$ cat src/rtl/uart_pkg.sv
// rtl/uart_pkg.sv - shared parity types, checker states and the parity function
package uart_pkg;

    typedef enum logic [1:0] {
        PAR_EVEN  = 2'b00,
        PAR_ODD   = 2'b01,
        PAR_MARK  = 2'b10,
        PAR_SPACE = 2'b11
    } par_typ_e;

    typedef enum logic [1:0] {
        CHK_IDLE     = 2'b00,
        CHK_ACCUM    = 2'b01,
        CHK_WAIT_PAR = 2'b10
    } chk_state_e;

    // x is the XOR reduction of the data word; the result is the parity bit to send/expect
    function automatic logic par_of(input logic x, input par_typ_e typ);
        case (typ)
            PAR_EVEN: return x;
            PAR_ODD:  return ~x;
            PAR_MARK: return 1'b1;
            default:  return 1'b0;
        endcase
    endfunction

endpackage

$ cat src/rtl/parity_unit_if.sv
// rtl/parity_unit_if.sv - parity unit bus (checker signals under PARITY_CHECK_EN)
interface parity_unit_if #(
    parameter int DATA_WIDTH = 8
);
    logic [DATA_WIDTH-1:0] P_DATA;
    logic                  Data_valid;
    logic                  busy;
    logic                  PAR_EN;
    logic [1:0]            PAR_TYP;
    logic                  par_bit;
`ifdef PARITY_CHECK_EN
    logic                  ser_bit;
    logic                  ser_bit_valid;
    logic                  chk_clr;
    logic                  par_err;
    logic                  chk_done;

    modport master (
        output P_DATA, Data_valid, busy, PAR_EN, PAR_TYP, ser_bit, ser_bit_valid, chk_clr,
        input  par_bit, par_err, chk_done
    );
    modport slave (
        input  P_DATA, Data_valid, busy, PAR_EN, PAR_TYP, ser_bit, ser_bit_valid, chk_clr,
        output par_bit, par_err, chk_done
    );
`else
    modport master (
        output P_DATA, Data_valid, busy, PAR_EN, PAR_TYP,
        input  par_bit
    );
    modport slave (
        input  P_DATA, Data_valid, busy, PAR_EN, PAR_TYP,
        output par_bit
    );
`endif
endinterface

$ cat src/rtl/parity_chk.sv
// rtl/parity_chk.sv - bit-serial RX parity checker FSM
module parity_chk
    import uart_pkg::*;
#(
    parameter int DATA_WIDTH = 8
) (
    input  logic     CLK,
    input  logic     RST,
    input  logic     ser_bit_i,
    input  logic     ser_bit_valid_i,
    input  logic     chk_clr_i,
    input  logic     par_en_i,
    input  par_typ_e par_typ_i,
    output logic     par_err_o,
    output logic     chk_done_o
);
    localparam int             CW   = $clog2(DATA_WIDTH + 1);
    localparam logic [CW-1:0]  LAST = CW'(DATA_WIDTH);

    chk_state_e    state_q, state_d;
    logic          acc_q, acc_d;
    logic [CW-1:0] cnt_q, cnt_d;
    par_typ_e      typ_q, typ_d;
    logic          en_q, en_d;
    logic          err_q, err_d;
    logic          done_q, done_d;

    always_ff @(posedge CLK or negedge RST) begin
        if (!RST) begin
            state_q <= CHK_IDLE;
            acc_q   <= 1'b0;
            cnt_q   <= '0;
            typ_q   <= PAR_EVEN;
            en_q    <= 1'b0;
            err_q   <= 1'b0;
            done_q  <= 1'b0;
        end else begin
            state_q <= state_d;
            acc_q   <= acc_d;
            cnt_q   <= cnt_d;
            typ_q   <= typ_d;
            en_q    <= en_d;
            err_q   <= err_d;
            done_q  <= done_d;
        end
    end

    logic          eow;
    logic          eow_en;
    logic [CW-1:0] cnt_inc;

    always_comb begin
        state_d = state_q;
        acc_d   = acc_q;
        cnt_d   = cnt_q;
        typ_d   = typ_q;
        en_d    = en_q;
        err_d   = err_q;
        done_d  = 1'b0;
        eow     = 1'b0;
        eow_en  = en_q;
        cnt_inc = cnt_q + CW'(1);

        if (chk_clr_i) begin
            state_d = CHK_IDLE;
            acc_d   = 1'b0;
            cnt_d   = '0;
            err_d   = 1'b0;
        end else begin
            case (state_q)
                CHK_IDLE: if (ser_bit_valid_i) begin
                    acc_d = ser_bit_i;
                    cnt_d = CW'(1);
                    typ_d = par_typ_i;
                    en_d  = par_en_i;
                    // a 1-bit word ends on its first strobe, before the latch settles
                    if (DATA_WIDTH == 1) begin
                        eow    = 1'b1;
                        eow_en = par_en_i;
                    end else begin
                        state_d = CHK_ACCUM;
                    end
                end
                CHK_ACCUM: if (ser_bit_valid_i) begin
                    acc_d = acc_q ^ ser_bit_i;
                    cnt_d = cnt_inc;
                    eow   = (cnt_inc == LAST);
                end
                CHK_WAIT_PAR: if (ser_bit_valid_i) begin
                    err_d   = (ser_bit_i != par_of(acc_q, typ_q));
                    done_d  = 1'b1;
                    state_d = CHK_IDLE;
                end
                default: state_d = CHK_IDLE;
            endcase

            if (eow) begin
                if (eow_en) begin
                    state_d = CHK_WAIT_PAR;
                end else begin
                    state_d = CHK_IDLE;
                    done_d  = 1'b1;
                    err_d   = 1'b0;
                end
            end
        end
    end

    always_comb begin
        par_err_o  = err_q;
        chk_done_o = done_q;
    end

endmodule

$ cat src/rtl/parity_unit.sv
// rtl/parity_unit.sv - UART parity generator; bit-serial checker when PARITY_CHECK_EN is defined
module parity_unit
    import uart_pkg::*;
#(
    parameter int DATA_WIDTH = 8
) (
    input  logic          CLK,
    input  logic          RST,
    parity_unit_if.slave  bus
);
    logic par_bit_q, par_bit_d;

    // PAR_EN does not gate the generator; the serializer decides whether to send the slot
    always_comb begin
        par_bit_d = par_bit_q;
        if (bus.Data_valid && !bus.busy) begin
            par_bit_d = par_of(^bus.P_DATA[DATA_WIDTH-1:0], par_typ_e'(bus.PAR_TYP));
        end
    end

    always_ff @(posedge CLK or negedge RST) begin
        if (!RST) par_bit_q <= 1'b0;
        else      par_bit_q <= par_bit_d;
    end

    assign bus.par_bit = par_bit_q;

`ifdef PARITY_CHECK_EN
    parity_chk #(
        .DATA_WIDTH (DATA_WIDTH)
    ) u_chk (
        .CLK             (CLK),
        .RST             (RST),
        .ser_bit_i       (bus.ser_bit),
        .ser_bit_valid_i (bus.ser_bit_valid),
        .chk_clr_i       (bus.chk_clr),
        .par_en_i        (bus.PAR_EN),
        .par_typ_i       (par_typ_e'(bus.PAR_TYP)),
        .par_err_o       (bus.par_err),
        .chk_done_o      (bus.chk_done)
    );
`else
    logic unused_par_en;
    assign unused_par_en = bus.PAR_EN;
`endif

endmodule

$ cat src/flat_wrapper.sv
// flat-port wrapper written by rule: the top's interface ports become plain ports
module parity_unit_flat import uart_pkg::*;
#(
    parameter int DATA_WIDTH = 8
)
  (CLK, RST, bus_P_DATA, bus_Data_valid, bus_busy, bus_PAR_EN, bus_PAR_TYP, bus_par_bit);
  parity_unit_if #(.DATA_WIDTH(DATA_WIDTH)) bus_i ();
  input  logic CLK;
  input  logic RST;
  input wire logic [$bits(bus_i.P_DATA)-1:0] bus_P_DATA;
  input wire logic [$bits(bus_i.Data_valid)-1:0] bus_Data_valid;
  input wire logic [$bits(bus_i.busy)-1:0] bus_busy;
  input wire logic [$bits(bus_i.PAR_EN)-1:0] bus_PAR_EN;
  input wire logic [$bits(bus_i.PAR_TYP)-1:0] bus_PAR_TYP;
  output wire logic [$bits(bus_i.par_bit)-1:0] bus_par_bit;
  assign bus_i.P_DATA = bus_P_DATA;
  assign bus_i.Data_valid = bus_Data_valid;
  assign bus_i.busy = bus_busy;
  assign bus_i.PAR_EN = bus_PAR_EN;
  assign bus_i.PAR_TYP = bus_PAR_TYP;
  assign bus_par_bit = bus_i.par_bit;
  parity_unit #(.DATA_WIDTH(DATA_WIDTH)) u_core (.CLK(CLK), .RST(RST), .bus(bus_i));
endmodule
$ cat config.mk
export PLATFORM = sky130hd
export DESIGN_NAME = parity_unit_flat
export DESIGN_NICKNAME = d
export VERILOG_FILES = /design/src/rtl/uart_pkg.sv /design/src/rtl/parity_unit_if.sv /design/src/rtl/parity_chk.sv /design/src/rtl/parity_unit.sv /design/src/flat_wrapper.sv
export SDC_FILE = /design/constraint.sdc
export NUM_CORES = 1
export LEC_CHECK = 0
export BUFFER_PORTS_ARGS = -buffer_cell sky130_fd_sc_hd__buf_2
export CORE_AREA = 5 5 42 44
export CTS_CLUSTER_SIZE = 30
export DETAILED_ROUTE_END_ITERATION = 16
export DIE_AREA = 0 0 47 49
export PLACE_DENSITY_LB_ADDON = 0.2
export SLEW_MARGIN = 20
export SYNTH_ARGS = -nofsm -noshare
export SYNTH_HDL_FRONTEND = slang
export SYNTH_SLANG_ARGS = --single-unit
$ cat constraint.sdc
create_clock -name CLK -period 0.8 [get_ports CLK]
set_input_delay 0.04 -clock CLK [delete_from_list [all_inputs] [get_ports CLK]]
set_output_delay 0.04 -clock CLK [all_outputs]
set_load 0.05 [all_outputs]
==> reports/metrics.yaml <==
status: "finished, violations left"
violations: "setup timing"
seqPwrFrac_pct: 26.4
grt_start_max_net_pins: 3
max_freq_mhz: 984
routabilityCongestion: 0.564
ys_top_cells_by_area: "xnor2_1 (43%), dfrtp_1 (21%), o31ai_2 (10%)"
syn_nets: 28
netSwitchingPower_uw: 106
reg2reg_depth: 2
syn_inst: 13
ys_ff_latch: 1
setup_violations: 1
startpoint_type: "input pin"
wl_per_cell_um: 7.64
io_pins: 16
nets: 45
worst_pin_slew_ps: 241
ir_drop_mv: 0.267
antenna_found_initial: 0
yosys_warnings: 0
fin_crit_ps: 1020
cp.required_ps: 700
rows: 14
r2r-end: "u_core.bus.par_bit"
fin_skew_ps: 0
postRouteAntennaNets: 0
syn2layout_area_growth_pct: 95.9
coreArea_um2: 1400
max_cap_viol_count: 0
overflow: 0
worstReg2RegStart: "u_core.bus.par_bit"
finalHoldViolCount: 0
yosysUniqueCellTypes: 8
p_per_area_nw_per_um2: 1100
postCtsSetupRepairBufs: 0
antennaDiodeCount: 0
grt_pass1_wl_um: 572
pwr-share-clk_pct: 0
pre_cts_ws_ps: -250
routed_wl_um: 336
max_slew_margin_pct: 83.8
synth-edff-count: 0
p_leak_uw: 0.000110
grtUsageTotal_pct: 3.23
crit_type: "input pin to register"
ys.flop_type: "dfrtp_1"
dr.pass1.iters: 1
seq_area_frac_synth_pct: 20.6
largest_reg_flops: 1
die-width_um: 47
finalWorstSetupSlack_ps: -216
tns_ps: -216
p_int_uw: 157
io_buffers: 14
rrSetupSlack_ps: 170
rsz0062_at_grt: "true"
finalCritPeriodShare_pct: 127
final_util_pct: 17.0
yosys.area.top_type: "xnor2_1"
drt-initial-drc-count: 0
first_global_vias: 141
yosysTopAreaCellShare_pct: 43.3
p_sw_share_pct: 40.3
critPathMaxFanout: 2
drc: 0
clk_latency_ps: 0
drive_above_1_share_pct: 64.3
syn_area_per_cell_um2: 9.34
async_flop_share_pct: 100
slew_viol_final: 0
arrival_ps: 920
end_kind: "register"
die_h_um: 49
min_path_type: "input pin to asynchronous set/reset pin"
synthesis.area_um2: 121
viasPerCell: 2.95
start_util_pct: 8.66
die_area_um2: 2300
p_comb_share_pct: 73.6
vias: 130
clkTransAtPathRegs_ps: 0
synthMostInstantiatedCell: "xnor2_1"
-- cell families after synthesis --
group / share of synthesized area [%]
and+or+nand+nor: 12.4
xor gates and xnor gates: 50.5
AOI/OAI and AO/OA: 16.5
DFF: 20.6
-- timing repair --
item | 4_1_cts | 5_1_grt
hold endpoints to repair | 1 | 0
hold buffers | 1 | 0
gates resized for setup | 2 | 0
setup endpoints to repair | 1 | 1
-- cell type report --
type	instances	area, um2
tap	16	20.0
sequential	1	26.3
timing repair buffer	15	80.1
multi-input combinational	12	111
fill	166	1160
-- routing by layer --
layer / GRT usage (%) / share of wire [%] / up-vias
met3: 3.32 / 39 / 0
met2: 3.62 / 23 / 15
met4: 0 / 0 / 0
met1: 4.60 / 38 / 41
met5: 0 / 0 / -
li1: - / - / 74
-- per-stage QoR --
stage	area, um2	power [uW]	std cells	hold slack, ps
after floorplan	123	197	13	-256
after global placement	213	252	43	-184
after detailed placement	213	252	43	-183
after CTS	238	266	44	349
after global routing	238	286	44	367
final	238	262	44	347
-- cell usage in the layout (no fill, tap or decap) --
master / Yosys / layout
buf_2: 0 / 14
xnor2_1: 6 / 4
xnor2_2: 0 / 2
nand2b_1: 1 / 1
xor2_1: 1 / 1
nor3_1: 1 / 1
o21a_1: 1 / 1
nand2_1: 1 / 1
o31ai_2: 1 / 1
dlygate4sd3_1: 0 / 1
dfrtp_2: 0 / 1
-- worst max-delay path by stage --
stage	from	to	slack [ps]	depth (start not counted)
2_1_floorplan	bus_P_DATA[1]	u_core.bus.par_bit	-70	5
3_3_place_gp	bus_P_DATA[7]	u_core.bus.par_bit	-250	6
3_5_place_dp	bus_P_DATA[7]	u_core.bus.par_bit	-250	6
4_1_cts	bus_P_DATA[7]	u_core.bus.par_bit	-240	6
5_1_grt	bus_P_DATA[7]	u_core.bus.par_bit	-370	6
6_report	bus_P_DATA[5]	u_core.bus.par_bit	-220	6
-- critical path, cell delays in order --
cell,delay [ps]
buf_2,100
xnor2_1,170
xnor2_1,150
xnor2_1,110
o21a_1,180
o31ai_2,160
-- power groups by stage --
| stage | clock, uW | combinational (uW) | sequential [uW] |
|---|---|---|---|
| 2_1_floorplan | 0 | 89.1 | 108 |
| 3_3_place_gp | 0 | 183 | 69.0 |
| 3_5_place_dp | 0 | 183 | 69.3 |
| 4_1_cts | 0 | 196 | 69.3 |
| 5_1_grt | 0 | 214 | 72.2 |
| 6_report | 0 | 193 | 69.1 |
(Power assumes the default switching activity.)
